[src/rtl/musa_route_pkg.sv]
// Shared routing definitions for the MUSA 3-bit-coded 18-bit selection path:
// destination codes, slot count, slot FSM states and the code decoder.
package musa_route_pkg;

  localparam int N_DEST = 6;

  localparam logic [2:0] CODE_D0 = 3'b000;
  localparam logic [2:0] CODE_D1 = 3'b001;
  localparam logic [2:0] CODE_D2 = 3'b010;
  localparam logic [2:0] CODE_D3 = 3'b100;
  localparam logic [2:0] CODE_D4 = 3'b101;
  localparam logic [2:0] CODE_D5 = 3'b110;

  typedef enum logic {
    EMPTY = 1'b0,
    FULL  = 1'b1
  } slot_state_e;

  typedef struct packed {
    logic       valid;
    logic [2:0] slot;
  } slot_sel_t;

  // Codes 011 and 111 have no destination and come back with valid=0.
  function automatic slot_sel_t code_to_slot(input logic [2:0] code);
    slot_sel_t sel;
    sel.valid = 1'b1;
    sel.slot  = 3'd0;
    case (code)
      CODE_D0: sel.slot = 3'd0;
      CODE_D1: sel.slot = 3'd1;
      CODE_D2: sel.slot = 3'd2;
      CODE_D3: sel.slot = 3'd3;
      CODE_D4: sel.slot = 3'd4;
      CODE_D5: sel.slot = 3'd5;
      default: sel.valid = 1'b0;
    endcase
    return sel;
  endfunction

endpackage

[src/rtl/demux3_18_reg_slot.sv]
// One destination holding register (module demux_slot) with its EMPTY/FULL FSM.
// The parent only asserts load when the slot is empty or draining this cycle.
module demux_slot
  import musa_route_pkg::*;
#(
  parameter int DATA_W = 18
) (
  input  logic              clk,
  input  logic              rst_n,
  input  logic              load,
  input  logic [DATA_W-1:0] load_data,
  input  logic              drain,
  output logic [DATA_W-1:0] data,
  output logic              valid
);

  slot_state_e       state_q, state_d;
  logic [DATA_W-1:0] data_q, data_d;

  // A load wins over a drain, so a simultaneous drain+load keeps the slot FULL.
  always_comb begin
    state_d = state_q;
    data_d  = data_q;
    if (load) begin
      state_d = FULL;
      data_d  = load_data;
    end else if (drain && state_q == FULL) begin
      state_d = EMPTY;
    end
  end

  always_ff @(posedge clk or negedge rst_n) begin
    if (!rst_n) begin
      state_q <= EMPTY;
      data_q  <= '0;
    end else begin
      state_q <= state_d;
      data_q  <= data_d;
    end
  end

  assign data  = data_q;
  assign valid = (state_q == FULL);

endmodule

[src/rtl/demux3_18_reg.sv]
// Registered 18-bit result demultiplexer: routes one coded word per cycle into
// six holding slots. Optional error counter enabled by DEMUX3_18_ERRCNT_EN.
module demux3_18_reg
  import musa_route_pkg::*;
#(
  parameter int DATA_W = 18
) (
  input  logic                     clk,
  input  logic                     rst_n,
  input  logic                     in_valid,
  output logic                     in_ready,
  input  logic [DATA_W-1:0]        in_data,
  input  logic [2:0]               in_ctrl,
  output logic [N_DEST*DATA_W-1:0] out_data,
  output logic [N_DEST-1:0]        out_valid,
  input  logic [N_DEST-1:0]        out_ready,
  output logic                     err,
  output logic [7:0]               err_cnt
);

  slot_sel_t         sel;
  logic [N_DEST-1:0] sel_onehot;
  logic [N_DEST-1:0] slot_load;
  logic              accept;
  logic              err_evt;
  logic              err_q, err_d;

  // Invalid codes never stall: the word is simply dropped and flagged.
  always_comb begin
    sel        = code_to_slot(in_ctrl);
    sel_onehot = '0;
    for (int k = 0; k < N_DEST; k++) begin
      sel_onehot[k] = sel.valid && (sel.slot == 3'(k));
    end
    in_ready  = !sel.valid || |(sel_onehot & (~out_valid | out_ready));
    accept    = in_valid && in_ready;
    slot_load = accept ? sel_onehot : '0;
    err_evt   = accept && !sel.valid;
    err_d     = err_evt;
  end

  for (genvar k = 0; k < N_DEST; k++) begin : g_slot
    demux_slot #(.DATA_W(DATA_W)) u_slot (
      .clk       (clk),
      .rst_n     (rst_n),
      .load      (slot_load[k]),
      .load_data (in_data),
      .drain     (out_ready[k]),
      .data      (out_data[k*DATA_W +: DATA_W]),
      .valid     (out_valid[k])
    );
  end

  always_ff @(posedge clk or negedge rst_n) begin
    if (!rst_n) begin
      err_q <= 1'b0;
    end else begin
      err_q <= err_d;
    end
  end

  assign err = err_q;

`ifdef DEMUX3_18_ERRCNT_EN
  logic [7:0] err_cnt_q, err_cnt_d;

  always_comb begin
    err_cnt_d = err_cnt_q;
    if (err_evt && err_cnt_q != 8'hFF) begin
      err_cnt_d = err_cnt_q + 8'd1;
    end
  end

  always_ff @(posedge clk or negedge rst_n) begin
    if (!rst_n) begin
      err_cnt_q <= '0;
    end else begin
      err_cnt_q <= err_cnt_d;
    end
  end

  assign err_cnt = err_cnt_q;
`else
  assign err_cnt = '0;
`endif

endmodule

[config.mk]
export PLATFORM = sky130hd
export DESIGN_NAME = demux3_18_reg
export DESIGN_NICKNAME = d
export VERILOG_FILES = /design/src/rtl/musa_route_pkg.sv /design/src/rtl/demux3_18_reg_slot.sv /design/src/rtl/demux3_18_reg.sv
export SDC_FILE = /design/constraint.sdc
export NUM_CORES = 1
export LEC_CHECK = 0
export CAP_MARGIN = 5
export CORE_MARGIN = 2
export CORE_UTILIZATION = 40
export DETAILED_ROUTE_END_ITERATION = 16
export MAX_ROUTING_LAYER = met4
export PLACE_DENSITY_LB_ADDON = 0.1
export SLEW_MARGIN = 20
export SYNTH_ARGS = -nofsm -noshare
export SYNTH_HDL_FRONTEND = slang
export SYNTH_SLANG_ARGS = --single-unit
[constraint.sdc]
create_clock -name clk -period 5.18 [get_ports clk]
set_clock_uncertainty 0.15 [all_clocks]
set_input_delay 1.036 -clock clk [delete_from_list [all_inputs] [get_ports clk]]
set_output_delay 1.036 -clock clk [all_outputs]
set_load 0.05 [all_outputs]
==> impl_metrics.tcl, run 1 <==
set metrics [dict create \
    yosys-top-cells-area "dfrtp_1, mux2_2, buf_4" \
    status "complete, no violations" \
    grt_pass1_wl_mm 16.7 \
    rsz0062_at_grt "false" \
    syn_inst 281 \
    hold_viol 0 \
    grt_max_degree 84 \
    cts_tree "built" \
    fin_nets 461 \
    worst_setup_path_end_kind "output pin" \
    post-route-period-util_pct 86.7 \
    n_fill_cell 948 \
    synth_compound_area_share_pct 0.437 \
    ys_seq_area_share_pct 62.9 \
    h-tree-depth 4 \
    async_flop_share_pct 100 \
    antenna_cells 0 \
    cpMostUsedCell "clkdlybuf4s50_1" \
    multiInputGateArea_sq_um 1530 \
    synth_seq_cells 115 \
    grt-ovfl-total 0 \
    portBuffers 145 \
    holdBufCountCts 0 \
    critical_path_class "primary input to output pin" \
    dieArea_sq_um 12300 \
    netlist_top_cells_count "dfrtp_1, mux2_2, buf_4" \
    post_cts_buffers 0 \
    path_cells "clkdlybuf4s50_1 -> buf_4 -> or4b_2 -> a41oi_1 -> a31oi_1 -> clkdlybuf4s50_1" \
    cts.sinks 115 \
    drt_first_pass_iters 4 \
    relSlewSlack_pct 40.8 \
    synth_top_area_cell "dfrtp_1" \
    post-place-cells 555 \
    synth_edf_count 0 \
    ir_worst_vdd_v 0.000256 \
    drv_cap 0 \
    gp_congestion 0.842 \
    rows 39 \
    synth_xor_area_share_pct 0 \
    stdcell_count 587 \
    layout-drive-gt1-share_pct 34.0 \
    wl_per_cell_um 17.9 \
    maxSlewViolCount 0 \
    die_w_um 111 \
    fp.coreArea_sq_um 11300 \
    grt_pass1_vias 2996 \
    fp.dieH_um 111 \
    synth_simple_gate_area_share_pct 5.52 \
    io_pins 154 \
    start_util_pct 40.6 \
    drcViolationCount 0 \
    clkTransAtPathRegs_ns 0.05 \
    max_freq_mhz 223 \
    avgSynthCellArea_sq_um 16.3 \
    tightest_slew_ns 0.886 \
    regArea_sq_um 2880 \
    synth_top_family_by_area "multiplexers" \
    min_period_ns 4.49 \
    worstPathArrival_ns 3.31 \
    cts_made_buffers 17 \
    p_leak_nw 2.87 \
    synth_top_area_share_pct 62.9 \
    fin_tns_setup_ns 0 \
    slowest_delay_ns 0.71 \
    drt-vias-per-instance 4.88 \
    ant_nets 0 \
    synth.most_common_cell "dfrtp_1" \
    wirelength_mm 10.5 \
    ctsRootBufferMaster "clkbuf_16" \
    min_path_type "flop to flop" \
    drt-initial-drc-count 125 \
    synth-main-ff-cell "dfrtp_1" \
    grt_usage_pct 18.5 \
    ys_warn_count 0 \
    power_density_nw_per_um2 558 \
    cts.repair.resized 0 \
    power_w 0.00373 \
    vias 2867 \
    hpwlAfterDp_mm 6.78 \
    synthDistinctLibCells 26 \
    synth.area.mux_share_pct 26.8 \
    start_kind "primary input" \
    critPathSlowestCell "clkdlybuf4s50_1" \
    antenna_found_initial 0 \
    setup_viol 0 \
    synth_area_sq_um 4580 \
    worstPathMaxFanout 10 \
    synth_fa_ha_area_share_pct 0 \
    cts_buffer_depth 2 \
    syn2layout_area_growth_pct 45.9 \
    clk_latency_ns 0.40 \
    required_ns 3.99 \
]
metal layers:
layer  GRT usage, %  share of wire, %  vias to the layer above  wire, um
li1               -                 -                     1278         -
met1           23.4                44                     1483      4630
met2           27.7                49                       93      5110
met3           6.89               6.0                       13       632
met4           6.25               1.1                        0       114
met5              -                 0                        -         0
sequential cells by signal, summed over array words and instances, names as in the netlist:
name,count
g_slot.u_slot.valid,6
err,1
g_slot.u_slot.data,108
stage by stage:
step | util, % | worst slack (ns) | instance area (sq um) | hold WS (ns)
floorplan | - | 1.75 | 4600 | 0.351
global placement | 53.8 | 0.734 | 6060 | 0.336
detailed placement | 53.8 | 0.715 | 6060 | 0.342
CTS | 59.2 | 0.704 | 6680 | 0.353
global route | 59.3 | 0.629 | 6680 | 0.358
finish | 59.3 | 0.688 | 6680 | 0.348
where the power goes:
part,switching [W],internal (W),leakage [nW]
registers,0.0000936,0.00109,1.39
logic,0.000887,0.000475,1.18
clock network,0.000377,0.000804,0.303
total,0.00136,0.00237,2.87
worst paths after layout:
check	start	end	slack [ns]	cells past startpoint
hold reg to reg	g_slot[0].u_slot.data[3]	g_slot[0].u_slot.data[3]	0.35	1
hold / removal	g_slot[0].u_slot.data[3]	g_slot[0].u_slot.data[3]	0.35	1
setup reg to reg	g_slot[2].u_slot.valid	g_slot[2].u_slot.data[7]	3.12	3
setup / recovery	in_ctrl[2]	in_ready	0.69	6
max in group asynchronous	rst_n	g_slot[1].u_slot.data[5]	3.42	2
min in group asynchronous	rst_n	g_slot[0].u_slot.data[6]	0.53	1
layout by cell type, fill, tap and decap left out, types with 2 or more instances in the layout:
cell / count
conb_1: 8
clkbuf_8: 4
or4bb_1: 2
dfrtp_1: 115
nand2_1: 7
clkbuf_1: 2
bufinv_16: 3
nand4_2: 2
nand2b_1: 6
mux2_2: 108
clkdlybuf4s50_1: 144
buf_4: 3
clkinv_2: 4
nand3_4: 2
clkbuf_16: 17
layout make-up:
class | count | area share (%)
timing repair buffer | 148 | 22.1
clock buffer | 23 | 7.31
sequential | 115 | 43.1
tap | 143 | 2.68
multi-input combinational | 148 | 22.9
clock inverter | 9 | 1.89
inverter | 1 | 0.0562
critical path, delay by kind of cell:
| family | cells | cell delay (ns) |
|---|---|---|
| and+or+nand+nor | 1 | 0.67 |
| buffers and inverters | 3 | 1.29 |
| AOI/OAI and AO/OA | 2 | 0.30 |
logic make-up (layout without fill, tap and decap cells):
kind of cell,after synthesis,after routing
AO/OA/AOI/OAI,3,3
buffers and inverters,25,181
multiplexers,109,109
other,1,8
AND/OR/NAND/NOR,28,28
flip-flops,115,115
(Power assumes the default switching activity.)
==> inputs of run 2 (changes only) <==
clock period = 4.5 ns   (was 5.18 ns; I/O delays follow)
==> impl_metrics.tcl, run 2 (same netlist as run 1, synthesis figures left out) <==
set metrics [dict create \
    drt_first_pass_iters 4 \
    drv_cap 0 \
    largest_reg_flops 108 \
    final_common_cell "clkdlybuf4s50_1" \
    h-tree-depth 4 \
    worst-r2r-setup-slack_ns 2.49 \
    reg2reg_from "g_slot[2].u_slot.valid" \
    grt-ovfl-total 0 \
    max_freq_mhz 247 \
    n_fill_cell 915 \
    vias 2882 \
    relSlewSlack_pct 42.8 \
    placed_cell_area_sq_um 6070 \
    cts_buffer_depth 2 \
    io_pins 154 \
    cts.repair.resized 0 \
    fin_nets 462 \
    fp.coreArea_sq_um 11300 \
    setup_ws_ns 0.448 \
    start_util_pct 40.6 \
    post-route-period-util_pct 90.0 \
    post-place-ws_ns 0.442 \
    die_w_um 111 \
    critical_path_class "primary input to output pin" \
    antenna_found_initial 0 \
    required_ns 3.45 \
    cpMostUsedCell "clkdlybuf4s50_1" \
    clk_latency_ns 0.40 \
    slowest_delay_ns 0.71 \
    fin_hold_ws_ns 0.352 \
    min_period_ns 4.05 \
    drcViolationCount 0 \
    gp_congestion 0.847 \
    portBuffers 145 \
    hold_viol 0 \
    drt-vias-per-instance 4.91 \
    fp.dieH_um 111 \
    ant_nets 0 \
    status "complete, no violations" \
    min_path_type "flop to flop" \
    drt-initial-drc-count 86 \
    wirelength_mm 10.6 \
    hold_path_depth 1 \
    cts.sinks 115 \
    reg2reg_depth 3 \
    finalInstanceArea_sq_um 6650 \
    setup_viol 0 \
    grt_max_degree 68 \
    fin_tns_setup_ns 0 \
    syn2layout_area_growth_pct 45.3 \
    layout-drive-gt1-share_pct 33.3 \
    critPathSlowestCell "clkdlybuf4s50_1" \
    start_kind "primary input" \
    wl_per_cell_um 18.1 \
    ctsRootBufferMaster "clkbuf_16" \
    timing.rr.end "g_slot[2].u_slot.data[4]" \
    hpwlAfterDp_mm 6.95 \
    worst_setup_path_end_kind "output pin" \
    fin_util_pct 59.0 \
    worstPathMaxFanout 10 \
    ir_worst_vdd_v 0.000380 \
    dieArea_sq_um 12300 \
    tightest_slew_ns 0.856 \
    worstPathArrival_ns 3.00 \
    p_leak_nw 2.86 \
    crit_path_end "in_ready" \
    antenna_cells 0 \
    holdBufCountCts 0 \
    grt_usage_pct 18.8 \
    maxSlewViolCount 0 \
    startpoint "in_ctrl[0]" \
    cts_tree "built" \
    grt_pass1_wl_mm 17.1 \
    path_cells "clkdlybuf4s50_1 -> buf_4 -> or4bb_1 -> a41oi_1 -> a31oi_1 -> clkdlybuf4s50_1" \
    cts_made_buffers 17 \
    grt_pass1_vias 3008 \
    power_density_nw_per_um2 636 \
    rsz0062_at_grt "false" \
    clkTransAtPathRegs_ns 0.05 \
    final_cell_mix "clkdlybuf4s50_1, dfrtp_1, mux2_2" \
    rows 39 \
    post_cts_buffers 0 \
]
[run 2: cell types whose count changed in the layout (fill, tap and decap cells not counted), sizes merged]
cell	change
clkinvlp	-1
bufinv	-1
clkinv	-3
clkbuf	+4
buf	+1
[run 2: metrics by stage]
step | instances | total power (W)
floorplan | 288 | 0.00239
global placement | 556 | 0.00294
detailed placement | 556 | 0.00296
CTS | 587 | 0.00428
global route | 587 | 0.00439
finish | 587 | 0.00423
[run 2: metal layers]
metal  vias up  routed length, um  track usage [%]
li1       1281                  -                -
met1      1498               4650             23.9
met2        96               5210             28.4
met3         7                659             6.23
met4         0                 84             6.75
met5         -                  0                -
[run 2: worst min path at each step]
stage / start / endpoint
global route: g_slot[2].u_slot.data[4] / g_slot[2].u_slot.data[4]
CTS: g_slot[2].u_slot.data[4] / g_slot[2].u_slot.data[4]
floorplan: g_slot[2].u_slot.valid / g_slot[2].u_slot.valid
detailed placement: g_slot[0].u_slot.data[11] / g_slot[0].u_slot.data[11]
global placement: g_slot[4].u_slot.data[0] / g_slot[4].u_slot.data[0]
finish: g_slot[4].u_slot.data[6] / g_slot[4].u_slot.data[6]
[run 2: critical path: cells and delay by family]
| family | cells | cell delay (ns) |
|---|---|---|
| and+or+nand+nor | 1 | 0.50 |
| buffers and inverters | 3 | 1.33 |
| AOI/OAI and AO/OA | 2 | 0.28 |
[run 2: area by class of cell]
| cell class | count | area (sq um) | share of cell area (%) |
|---|---|---|---|
| clock buffers | 27 | 513 | 7.71 |
| clock inverters | 4 | 70.1 | 1.05 |
| inverters | 1 | 3.75 | 0.0564 |
| multi-input cells | 148 | 1530 | 23.0 |
| flip-flops and latches | 115 | 2880 | 43.3 |
| well taps | 143 | 179 | 2.69 |
| repair buffers | 149 | 1480 | 22.2 |
[run 2: power breakdown]
part | total, W | internal, W | switching (W)
clock network | 0.00130 | 0.000882 | 0.000415
registers | 0.00137 | 0.00126 | 0.000110
logic | 0.00157 | 0.000547 | 0.00102
total | 0.00423 | 0.00269 | 0.00154
